**src/rtl/servisia_xmem_pkg.sv**
```systemverilog
// Shared definitions for the external asynchronous memory controller.
// Provides the FSM state type, the wait counter width, and the
// bank-select width helper used to size the chip address.
package servisia_xmem_pkg;

  localparam int WAIT_CNT_W = 4;

  typedef enum logic [1:0] {
    IDLE   = 2'd0,
    SETUP  = 2'd1,
    ACCESS = 2'd2,
    HOLD   = 2'd3
  } state_t;

  // Number of upper address bits used to select a chip.
  // Never narrower than one bit, even for a single chip.
  function automatic int bank_sel_w(input int num_banks);
    int w;
    w = $clog2(num_banks);
    return (w < 1) ? 1 : w;
  endfunction

endpackage

```
**src/rtl/servisia_xmem_wait_cnt.sv**
```systemverilog
// Loadable down counter that times the ACCESS phase.
// Ports:
//   clk      clock
//   rst_n    asynchronous reset, active low
//   load     load load_val this cycle (SETUP -> ACCESS)
//   load_val number of extra ACCESS cycles
//   en       count down while in ACCESS
//   done     counter has reached zero (last ACCESS cycle)
module servisia_xmem_wait_cnt
  import servisia_xmem_pkg::*;
(
  input  logic                  clk,
  input  logic                  rst_n,
  input  logic                  load,
  input  logic [WAIT_CNT_W-1:0] load_val,
  input  logic                  en,
  output logic                  done
);

  logic [WAIT_CNT_W-1:0] cnt;

  always_ff @(posedge clk or negedge rst_n) begin
    if (!rst_n) begin
      cnt <= '0;
    end else if (load) begin
      cnt <= load_val;
    end else if (en && (cnt != '0)) begin
      cnt <= cnt - WAIT_CNT_W'(1);
    end
  end

  assign done = (cnt == '0);

endmodule

```
**src/rtl/servisia_xmem_ctrl.sv**
```systemverilog
// Controller for external asynchronous parallel memories (flash/SRAM)
// sharing one data bus. Decodes the chip from the upper address bits and
// drives registered chip-enable, output-enable and write-enable strobes
// through SETUP, ACCESS (WAIT_x+1 cycles) and HOLD phases.
//
// Optional feature: define SERVISIA_XMEM_WP_EN to write-protect bank 0
// (writes run full timing with we_n high, bus undriven, err_o=1).
//
// Ports:
//   clk_i, rst_ni       clock, asynchronous active-low reset
//   scan_en_i           blocks all writes and bus drive
//   req_i/gnt_o         request handshake; gnt_o high only when idle
//   we_i, addr_i,
//   wdata_i             transaction command
//   rvalid_o            one-cycle response pulse (reads and writes)
//   rdata_o             read data, holds until the next read completes
//   err_o               bank out of range or write-protect hit
//   mem_addr_o          chip address
//   mem_ce_no/oe_no/we_no  per-chip active-low strobes
//   mem_dq_o/dq_oe_o    write data and tristate drive enable
//   mem_dq_i            read data from the bus
module servisia_xmem_ctrl
  import servisia_xmem_pkg::*;
#(
  parameter  int DATA_W     = 8,
  parameter  int ADDR_W     = 20,
  parameter  int NUM_BANKS  = 2,
  parameter  int WAIT_RD    = 1,
  parameter  int WAIT_WR    = 2,
  localparam int BANK_SEL_W = bank_sel_w(NUM_BANKS),
  localparam int CHIP_AW    = ADDR_W - BANK_SEL_W
) (
  input  logic                 clk_i,
  input  logic                 rst_ni,
  input  logic                 scan_en_i,
  input  logic                 req_i,
  input  logic                 we_i,
  input  logic [ADDR_W-1:0]    addr_i,
  input  logic [DATA_W-1:0]    wdata_i,
  output logic                 gnt_o,
  output logic                 rvalid_o,
  output logic [DATA_W-1:0]    rdata_o,
  output logic                 err_o,
  output logic [CHIP_AW-1:0]   mem_addr_o,
  output logic [NUM_BANKS-1:0] mem_ce_no,
  output logic [NUM_BANKS-1:0] mem_oe_no,
  output logic [NUM_BANKS-1:0] mem_we_no,
  output logic [DATA_W-1:0]    mem_dq_o,
  output logic                 mem_dq_oe_o,
  input  logic [DATA_W-1:0]    mem_dq_i
);

  state_t state, state_nx;

  logic accept;
  logic wait_done;

  // Decode of the incoming request
  logic [BANK_SEL_W-1:0] bank_in;
  logic [NUM_BANKS-1:0]  hot_in;
  logic                  wp_in;
  logic                  wr_ok_in;
  logic                  err_in;

  // Latched transaction
  logic [NUM_BANKS-1:0]  hot_q;
  logic                  we_q;
  logic                  wr_ok_q;
  logic                  err_q;

  // Transaction view used to compute the next strobe values: on the
  // accepting edge the latches are not loaded yet, so take the inputs.
  logic [NUM_BANKS-1:0]  t_hot;
  logic                  t_we;
  logic                  t_wr_ok;

  // Flop inputs for the bus-side outputs
  logic [NUM_BANKS-1:0]  ce_n_d;
  logic [NUM_BANKS-1:0]  oe_n_d;
  logic [NUM_BANKS-1:0]  we_n_d;
  logic                  dq_oe_d;

  assign accept  = req_i && (state == IDLE);
  assign bank_in = addr_i[ADDR_W-1 -: BANK_SEL_W];

  // One-hot bank decode; an out-of-range bank yields all zeros, so no
  // strobe is ever asserted for it.
  always_comb begin
    hot_in = '0;
    for (int b = 0; b < NUM_BANKS; b++) begin
      hot_in[b] = (bank_in == BANK_SEL_W'(b));
    end
  end

`ifdef SERVISIA_XMEM_WP_EN
  assign wp_in = we_i & hot_in[0];
`else
  assign wp_in = 1'b0;
`endif

  assign wr_ok_in = we_i & (|hot_in) & ~wp_in;
  assign err_in   = ~(|hot_in) | wp_in;

  assign t_hot   = accept ? hot_in   : hot_q;
  assign t_we    = accept ? we_i     : we_q;
  assign t_wr_ok = accept ? wr_ok_in : wr_ok_q;

  servisia_xmem_wait_cnt u_wait_cnt (
    .clk      (clk_i),
    .rst_n    (rst_ni),
    .load     (state == SETUP),
    .load_val (we_q ? WAIT_CNT_W'(WAIT_WR) : WAIT_CNT_W'(WAIT_RD)),
    .en       (state == ACCESS),
    .done     (wait_done)
  );

  always_ff @(posedge clk_i or negedge rst_ni) begin
    if (!rst_ni) begin
      state <= IDLE;
    end else begin
      state <= state_nx;
    end
  end

  // Next state plus the strobe values for the phase being entered, so the
  // registered strobes line up exactly with the FSM phase.
  always_comb begin
    state_nx = state;
    ce_n_d   = '1;
    oe_n_d   = '1;
    we_n_d   = '1;
    dq_oe_d  = 1'b0;

    case (state)
      IDLE:    if (accept) state_nx = SETUP;
      SETUP:   state_nx = ACCESS;
      ACCESS:  if (wait_done) state_nx = HOLD;
      HOLD:    state_nx = IDLE;
      default: state_nx = IDLE;
    endcase

    if (state_nx != IDLE) begin
      ce_n_d  = ~t_hot;
      dq_oe_d = t_wr_ok & ~scan_en_i;
    end

    if (state_nx == ACCESS) begin
      if (t_we) begin
        if (t_wr_ok && !scan_en_i) we_n_d = ~t_hot;
      end else begin
        oe_n_d = ~t_hot;
      end
    end
  end

  always_ff @(posedge clk_i or negedge rst_ni) begin
    if (!rst_ni) begin
      hot_q   <= '0;
      we_q    <= 1'b0;
      wr_ok_q <= 1'b0;
      err_q   <= 1'b0;
    end else if (accept) begin
      hot_q   <= hot_in;
      we_q    <= we_i;
      wr_ok_q <= wr_ok_in;
      err_q   <= err_in;
    end
  end

  // Bus-side outputs, all registered. Address and write data are loaded
  // on accept and held through HOLD and beyond.
  always_ff @(posedge clk_i or negedge rst_ni) begin
    if (!rst_ni) begin
      mem_ce_no   <= '1;
      mem_oe_no   <= '1;
      mem_we_no   <= '1;
      mem_dq_oe_o <= 1'b0;
      mem_addr_o  <= '0;
      mem_dq_o    <= '0;
    end else begin
      mem_ce_no   <= ce_n_d;
      mem_oe_no   <= oe_n_d;
      mem_we_no   <= we_n_d;
      mem_dq_oe_o <= dq_oe_d;
      if (accept) begin
        mem_addr_o <= addr_i[CHIP_AW-1:0];
        if (we_i) mem_dq_o <= wdata_i;
      end
    end
  end

  // Read data sampled on the edge that ends ACCESS.
  always_ff @(posedge clk_i or negedge rst_ni) begin
    if (!rst_ni) begin
      rdata_o <= '0;
    end else if ((state == ACCESS) && wait_done && !we_q) begin
      rdata_o <= (|hot_q) ? mem_dq_i : '0;
    end
  end

  assign gnt_o    = (state == IDLE);
  assign rvalid_o = (state == HOLD);
  assign err_o    = (state == HOLD) && err_q;

endmodule
```
**config.mk**
```make
export PLATFORM = sky130hd
export DESIGN_NAME = servisia_xmem_ctrl
export DESIGN_NICKNAME = d
export VERILOG_FILES = /design/src/rtl/servisia_xmem_pkg.sv /design/src/rtl/servisia_xmem_wait_cnt.sv /design/src/rtl/servisia_xmem_ctrl.sv
export SDC_FILE = /design/constraint.sdc
export NUM_CORES = 1
export LEC_CHECK = 0
export BUFFER_PORTS_ARGS = -buffer_cell sky130_fd_sc_hd__buf_2
export CORE_ASPECT_RATIO = 2
export CORE_MARGIN = 2
export CORE_UTILIZATION = 30
export DETAILED_ROUTE_END_ITERATION = 8
export PLACE_DENSITY_LB_ADDON = 0.1
export SYNTH_ARGS = -nofsm -noshare
export SYNTH_HDL_FRONTEND = slang
export SYNTH_SLANG_ARGS = --single-unit
```
**constraint.sdc**
```tcl
create_clock -name clk_i -period 2.1 [get_ports clk_i]
set_input_delay 0.315 -clock clk_i [delete_from_list [all_inputs] [get_ports clk_i]]
set_output_delay 0.315 -clock clk_i [all_outputs]
set_load 0.03 [all_outputs]
```
======== Yosys cells after proc, flatten, opt, wreduce, memory -nomap -nowiden ========
Cells that the tools add are included.
operators by class
  reduce and logical (&&, ||, !) cells .... 14
  bitwise gates (word level) .............. 4
  add/sub/neg operators ................... 1
  muxes and demuxes ....................... 17
  equal/unequal tests ..................... 4
operators by type and width
  cell                 count
  $mux 2               10
  $mux 4               2
  $mux 8               1
  $pmux 2 s4           1
  $eq 2x2->1 const B   3
  $logic_and 1x1->1    5
  $logic_not 4->1      1
  $reduce_bool 2->1    2
  $reduce_bool 4->1    1
  $sub 4x1->4 const B  1
  $mux 1               3
  $eq 2x1->1 const B   1
  $logic_not 1->1      2
  $logic_not 2->1      1
  $not 1->1            2
  $not 2->2            1
  $reduce_and 2->1     1
  $reduce_or 2->1      1
  $and 1x1->1          1
word-level totals
  output and inout port bits .............. 45
  input bits .............................. 41
  bits in registers ....................... 52
  logic and storage cells ................. 52

======== Longest topological paths before layout ========
Gate-level depths: netlist (run 1).
  word-level depth ........................ 7
  gate-level depth with buffers ........... 7
  depth with buffers taken out ............ 5

======== By module ========
A second synthesis (run 1) with hierarchy kept.
second synthesis, totals
  cells, all modules ...................... 167
  area total of the unflattened synthesis .. 2189.6 um^2
modules (own cells, without submodules)
  module                  instances  cells an instance  sequential area each (um^2)  area an instance (um^2)
  servisia_xmem_ctrl      1          140                1208.7                       1919.3
  servisia_xmem_wait_cnt  1          27                 100.1                        270.3

======== Worst setup path after synthesis (run 1) ========
OpenSTA, ideal clock, no wires.
  path kind ............................... register to register
  start ................................... reg state[0]
  end ..................................... reg mem_addr_o[0]
  path slack .............................. 0.236 ns
  stages on the path, launching flop included .. 7
  buffers on the path ..................... 2
  setup time .............................. 0.125 ns
  arrival time ............................ 1.739 ns
  data required time ...................... 1.975 ns
  period minus slack after synthesis ...... 1.864 ns
  cells stage by stage .................... dfrtp_1 > inv_1 > ha_1 > and2_1 > buf_2 > buf_6 > mux2_2
on the way
  word-level cells in the longest chain between the ends .. 2
RTL lines
  element                 line                       RTL
  start, declared         servisia_xmem_ctrl.sv:53   state_t state, state_nx;
  start signal, assigned  servisia_xmem_ctrl.sv:121  state <= state_nx;
  $logic_not 2->1         n/a
  named net gnt_o         servisia_xmem_ctrl.sv:40   output logic gnt_o,
  $logic_and 1x1->1       servisia_xmem_ctrl.sv:83   assign accept = req_i && (state == IDLE);
  end signal, assigned    servisia_xmem_ctrl.sv:186  mem_addr_o <= addr_i[CHIP_AW-1:0];
  end, declared           servisia_xmem_ctrl.sv:44   output logic [CHIP_AW-1:0] mem_addr_o,
The timed path passes the listed nets, and every way through them passes these cells.
A chain may end at the register's enable or synchronous reset.

======== Worst setup path after layout (run 1) ========
  start ................................... reg state[1]
  end ..................................... reg mem_addr_o[7]
on the way
  word-level cells in the longest chain between the ends .. 2
RTL lines
  element            line
  $logic_not 2->1    servisia_xmem_ctrl.sv:83
  $logic_and 1x1->1  servisia_xmem_ctrl.sv:83
No other way between the ends.

==> flow_summary_export.csv, run 1 <==
group,metric,value,unit
grt,met2_usage,23.0,%
synth,synth-warning-count,0,
place,place_ws,0.340,ns
sta,report.final.slew_viol_count,0,
synth,syn_area,2260,um^2
sta,skew,0.00433,ns
detailed_routing,detail-route-antenna-nets,0,
detailed_routing,vias,1676,
synth,synth_area_leaders,"dfrtp_1 (51%), mux2_2 (9.5%), dfstp_2 (7.0%), nand2_1 (6.1%), ha_1 (3.9%)",
clocking,cts_resized,0,
place,portBuffers,84,
synth,synth_fp_nets,241,
detailed_routing,drtIter0Drc,52,
critical_path,crit_path_start_kind,"register",
die,die_w,65.4,um
critical_path,cp-end-kind,"register",
grt,grt_max_degree,53,
grt,use_met1,14.1,%
grt,grt_use_total,13.0,%
grt,use_met3,3.72,%
finish,antenna_cells,0,
grt,grt_pass1_wl,8280,um
synth,synth.avg_cell_area,11.7,um^2
synth,synth_async_sr_flop_share,100,%
detailed_routing,post_drt_wl_per_cell,13.3,um
detailed_routing,drt_wl_total,4990,um
finish,fillCellCount,771,
detailed_routing,via_per_inst,4.48,
grt,grt_overflow,0,
sta,setup_violations,0,
clocking,numCtsBuffers,5,
synth,synthCells,193,
critical_path,worst-endpoint-required,2.27,ns
die,core,7270,um^2
grt,grt_pass1_vias,1748,
sta,min_period,1.76,ns
finish,layout-drive-gt1-share,45.0,%
grt,top_usage_layer,"met2",
die,io_pins,86,
job,cap_violations,0,
power_and_ir_drop,ir_drop,0.000827,V
clocking,clock-root-buffer,"clkbuf_16",
sta,relSlewSlack,56.4,%
sta,max_freq,567,MHz
finish,final_nets,329,
synth,ys_types,42,
synth,ys_top_cells_by_count,"dfrtp_1 (46), nand2_1 (37), mux2_2 (19), inv_1 (14), mux2i_1 (8)",
synth,synth_edf_count,0,
die,chipHeight,127,um
place,post_dp_cell_area,2790,um^2
clocking,clkTransAtPathRegs,0.06,ns
clocking,h-tree-depth,2,
synth,yosysMostFrequentCell,"dfrtp_1",
clocking,insertion_delay,0.29,ns
sta,hold_viol,0,
sta,worstMarginPinSlew,0.653,ns
place,gp_congestion,0.746,
finish,multi_input_area,846,um^2
clocking,cts_hold_buf,0,
die,start_util,31.1,%
finish,area_delta_synth_final,29.2,%
synth,synth-seq-cells,52,
critical_path,timing_worst_setup_path_type,"reg -> reg",
power_and_ir_drop,power.density,1730,nW/um^2
detailed_routing,drcViolationCount,0,
synth,synth_top_cell_area_share,50.9,%
place,hpwlAfterDp,3800,um
synth,ys_dominant_reg_cell,"dfrtp_1",
finish,seq_area,1310,um^2
finish,final_cell_area,2930,um^2
sta,tns,0,ns
outcome,status,"finished clean",
critical_path,worst-endpoint-arrival,1.94,ns
power_and_ir_drop,leakagePower,1.54,nW
critical_path,cp_max_fo,10,
die,num_rows,44,
min_path,hold_class,"in -> async",
sta,fin_crit_sh,84.0,%
synth,ys_seq_area_share,57.8,%
clocking,post_cts_buffers,0,
synth,synth_top_area_cell,"dfrtp_1",
clocking,clock_sinks,52,
sta,layout_setup_ws,0.336,ns
detailed_routing,firstDrtPassIters,4,
clocking,cts_tree,"built",
sta,rsz0062_at_grt,"false",
clocking,clk_path_buf_depth,2,
die,dieArea,8300,um^2
grt,antenna_found_initial,0,
## sequential cells by signal, indices dropped and copies added, names as in the netlist, 4 cells and up
signal and cells:
mem_addr_o 19, mem_dq_o 8, rdata_o 8, u_wait_cnt.cnt 4
## stage by stage
stage	utilization (%)	power (mW)	instances	hold WS (ns)
after global routing	40.3	5.43	374	0.211
after CTS	40.3	5.15	374	0.176
after detailed placement	38.4	4.34	366	0.464
after floorplan	-	3.60	193	0.0194
final	40.3	5.05	374	0.142
after global placement	38.4	4.31	366	0.456
## layout by cell type, fill, tap and decap left out, types with 4 or more instances in the layout
master | synthesis | routed
buf_2 | 3 | 84
dfrtp_1 | 46 | 46
nand2_1 | 37 | 37
mux2_2 | 19 | 19
inv_1 | 14 | 14
mux2i_1 | 8 | 8
ha_1 | 7 | 7
dfstp_2 | 6 | 6
buf_4 | 1 | 6
a21oi_1 | 5 | 5
clkbuf_16 | 0 | 5
o211ai_1 | 4 | 4
## report_power, final
group	total, mW	internal (mW)	leakage, nW	switching [mW]
logic	2.55	0.915	0.850	1.64
registers	1.72	1.49	0.624	0.231
clock network	0.779	0.441	0.0679	0.338
total	5.05	2.84	1.54	2.21
## logic make-up after synthesis
kind of cell / synth area share, %
DFF: 57.8
muxes: 13.5
other: 0.166
AOI/OAI and AO/OA: 7.46
buffers and inverters: 4.81
and+or+nand+nor: 12.4
adders and majority gates: 3.87
## final timing paths
kind                              from                end  slack (ns)  cells after the start
min in group clk_i          wdata_i[2]        mem_dq_o[2]        0.21                      3
setup / recovery              state[1]      mem_addr_o[7]        0.34                      5
max in group asynchronous       rst_ni        mem_dq_o[6]        1.53                      2
hold reg to reg            mem_dq_o[2]        mem_dq_o[2]        0.48                      2
hold / removal                  rst_ni  u_wait_cnt.cnt[0]        0.14                      2
setup reg to reg              state[1]      mem_addr_o[7]        0.34                      5
## critical path: stages (launching register included)
cell and delay [ns]:
dfrtp_1 0.40, inv_1 0.10, ha_1 0.30, and2_1 0.27, buf_4 0.22, mux2_2 0.35
## layout make-up
| cell class | instances | share of cell area, % |
|---|---|---|
| clock buffers | 7 | 4.53 |
| clock inverters | 1 | 0.171 |
| inverters | 14 | 1.80 |
| multi-input cells | 118 | 28.9 |
| flip-flops and latches | 52 | 44.7 |
| well taps | 92 | 3.93 |
| repair buffers | 90 | 15.9 |
## routing by layer
metal / routed length [um] / up-vias
li1: - / 822
met1: 1900 / 781
met2: 2630 / 66
met3: 344 / 7
met4: 109 / 0
met5: 0 / -
No activity file was read; power rests on OpenSTA's default activity.
==> inputs of run 2 (changes only) <==
==> constraint.sdc (replaced) <==
create_clock -name clk_i -period 1.7 [get_ports clk_i]
set_input_delay 0.255 -clock clk_i [delete_from_list [all_inputs] [get_ports clk_i]]
set_output_delay 0.255 -clock clk_i [all_outputs]
set_load 0.03 [all_outputs]
==> flow_summary_export.csv, run 2 (synthesis gave the netlist of run 1 again) <==
group,metric,value,unit
outcome,status,"finished clean",
clocking,post_cts_buffers,0,
finish,area_delta_synth_final,33.5,%
grt,grt_overflow,0,
power_and_ir_drop,power.density,2150,nW/um^2
detailed_routing,firstDrtPassIters,4,
die,start_util,31.1,%
min_path,hold_class,"in -> reg",
clocking,numCtsBuffers,5,
sta,setup_violations,0,
die,die_w,65.4,um
finish,final_util,41.6,%
critical_path,cp_max_fo,9,
critical_path,crit_path_start_kind,"register",
finish,layout_commonest_cell,"buf_2",
clocking,cts_tree,"built",
finish,layout-drive-gt1-share,46.7,%
sta,hold_viol,0,
clocking,h-tree-depth,2,
finish,largest_reg_flops,19,
detailed_routing,drtIter0Drc,49,
clocking,clkTransAtPathRegs,0.07,ns
finish,mostFrequentLayoutCells,"buf_2 (84), dfrtp_1 (46), nand2_1 (37), mux2_2 (19), inv_1 (14)",
finish,reg_top3,"mem_addr_o (19), mem_dq_o (8), rdata_o (8)",
critical_path,worstRegToRegCells,5,
detailed_routing,drcViolationCount,0,
critical_path,timing_worst_setup_path_type,"reg -> reg",
finish,fillCellCount,778,
sta,max_freq,636,MHz
detailed_routing,vias,1705,
sta,skew,0.00928,ns
place,place_ws,0.0703,ns
clocking,clock-root-buffer,"clkbuf_16",
min_path,holdCritStartpoint,"wdata_i[2]",
sta,worstMarginPinSlew,0.543,ns
place,portBuffers,84,
critical_path,reg2reg_from,"state[1]",
critical_path,cp-end-kind,"register",
detailed_routing,post_drt_wl_per_cell,14.4,um
critical_path,slowest_delay,0.40,ns
critical_path,worst-endpoint-arrival,1.75,ns
clocking,clock_sinks,52,
grt,antenna_found_initial,0,
sta,rsz0062_at_grt,"false",
detailed_routing,via_per_inst,4.50,
job,cap_violations,0,
power_and_ir_drop,ir_drop,0.000957,V
die,num_rows,44,
critical_path,slowest_stage,"dfrtp_1",
die,chipHeight,127,um
detailed_routing,drt_wl_total,5450,um
sta,fin_crit_sh,92.5,%
sta,relSlewSlack,63.8,%
sta,min_period,1.57,ns
finish,multi_input_area,865,um^2
power_and_ir_drop,leakagePower,1.58,nW
finish,antenna_cells,0,
grt,grt_pass1_wl,8950,um
place,hpwlAfterDp,4280,um
clocking,clk_path_buf_depth,2,
grt,grt_max_degree,23,
min_path,hold_end,"mem_dq_o[2]",
min_path,hold_depth,3,
critical_path,worst-endpoint-required,1.88,ns
place,gp_congestion,0.701,
detailed_routing,detail-route-antenna-nets,0,
die,io_pins,86,
critical_path,r2r-end,"mem_addr_o[9]",
clocking,insertion_delay,0.30,ns
sta,tns,0,ns
critical_path,ff2ff_setup_slack,0.13,ns
sta,layout_setup_ws,0.127,ns
die,dieArea,8300,um^2
finish,regMostFlops,"mem_addr_o",
finish,seq_area,1310,um^2
grt,grt_use_total,14.3,%
die,core,7270,um^2
grt,grt_pass1_vias,1865,
sta,report.final.slew_viol_count,0,
sta,whs,0.146,ns
finish,final_nets,334,
critical_path,cp_cell_sequence,"inv_1, ha_4, and2_1, buf_4, mux2_2",
run 2: changes by cell type in the layout (fill, tap and decap cells not counted), sizes merged:
cell / previous run / this run
buf: 90 / 94
clkbuf: 7 / 5
inv: 14 / 16
clkinv: 1 / 0
clkinvlp: 0 / 1
dlygate4sd3: 0 / 1
run 2: worst max-delay path: cells and delay by family (launching register included):
family,cells,cell delay (ns)
and+or+nand+nor,1,0.19
DFF,1,0.40
adders and majority gates,1,0.19
buffers and inverters,2,0.34
muxes,1,0.34
run 2: where the power goes:
group | switching, mW | internal [mW] | leakage, nW
registers | 0.294 | 1.84 | 0.624
logic | 2.08 | 1.24 | 0.882
clock network | 0.478 | 0.557 | 0.0708
total | 2.85 | 3.64 | 1.58
run 2: per-stage QoR:
stage / power, mW / instance area, um^2 / instances
5_1_grt: 6.98 / 3020 / 379
2_1_floorplan: 4.50 / 2280 / 193
4_1_cts: 6.60 / 3020 / 379
6_report: 6.49 / 3020 / 379
3_5_place_dp: 5.53 / 2860 / 370
3_3_place_gp: 5.49 / 2860 / 370
run 2: layer usage:
layer	wire (um)	part of all wire, %	GRT usage [%]
met1	1900	35	13.5
met4	110	2.0	6.00
met3	344	6.3	3.28
met5	0	0	0
met2	3090	57	27.9
run 2: how the worst max path moves through the flow:
| stage | start | end | slack, ns | depth (start not counted) |
|---|---|---|---|---|
| final | state[1] | mem_addr_o[9] | 0.13 | 5 |
| after global routing | u_wait_cnt.cnt[0] | rdata_o[5] | 0.004 | 6 |
| after CTS | u_wait_cnt.cnt[0] | rdata_o[5] | 0.05 | 6 |
| after detailed placement | u_wait_cnt.cnt[0] | rdata_o[6] | 0.07 | 6 |
| after global placement | u_wait_cnt.cnt[0] | rdata_o[6] | 0.08 | 6 |
| after floorplan | state[0] | mem_addr_o[0] | 0.05 | 6 |
run 2: area by class of cell:
cell class	instances	area share, %
flip-flops and latches	52	43.3
multi-input cells	118	28.6
repair buffers	95	17.6
clock buffers	5	4.14
well taps	92	3.81
inverters	14	1.74
clock inverters	3	0.828
run 2: what timing repair did:
action,4_1_cts,5_1_grt
endpoints found under the hold margin,14,0
resized for setup,0,1
hold buffers,1,0
endpoints found under the setup margin,0,8
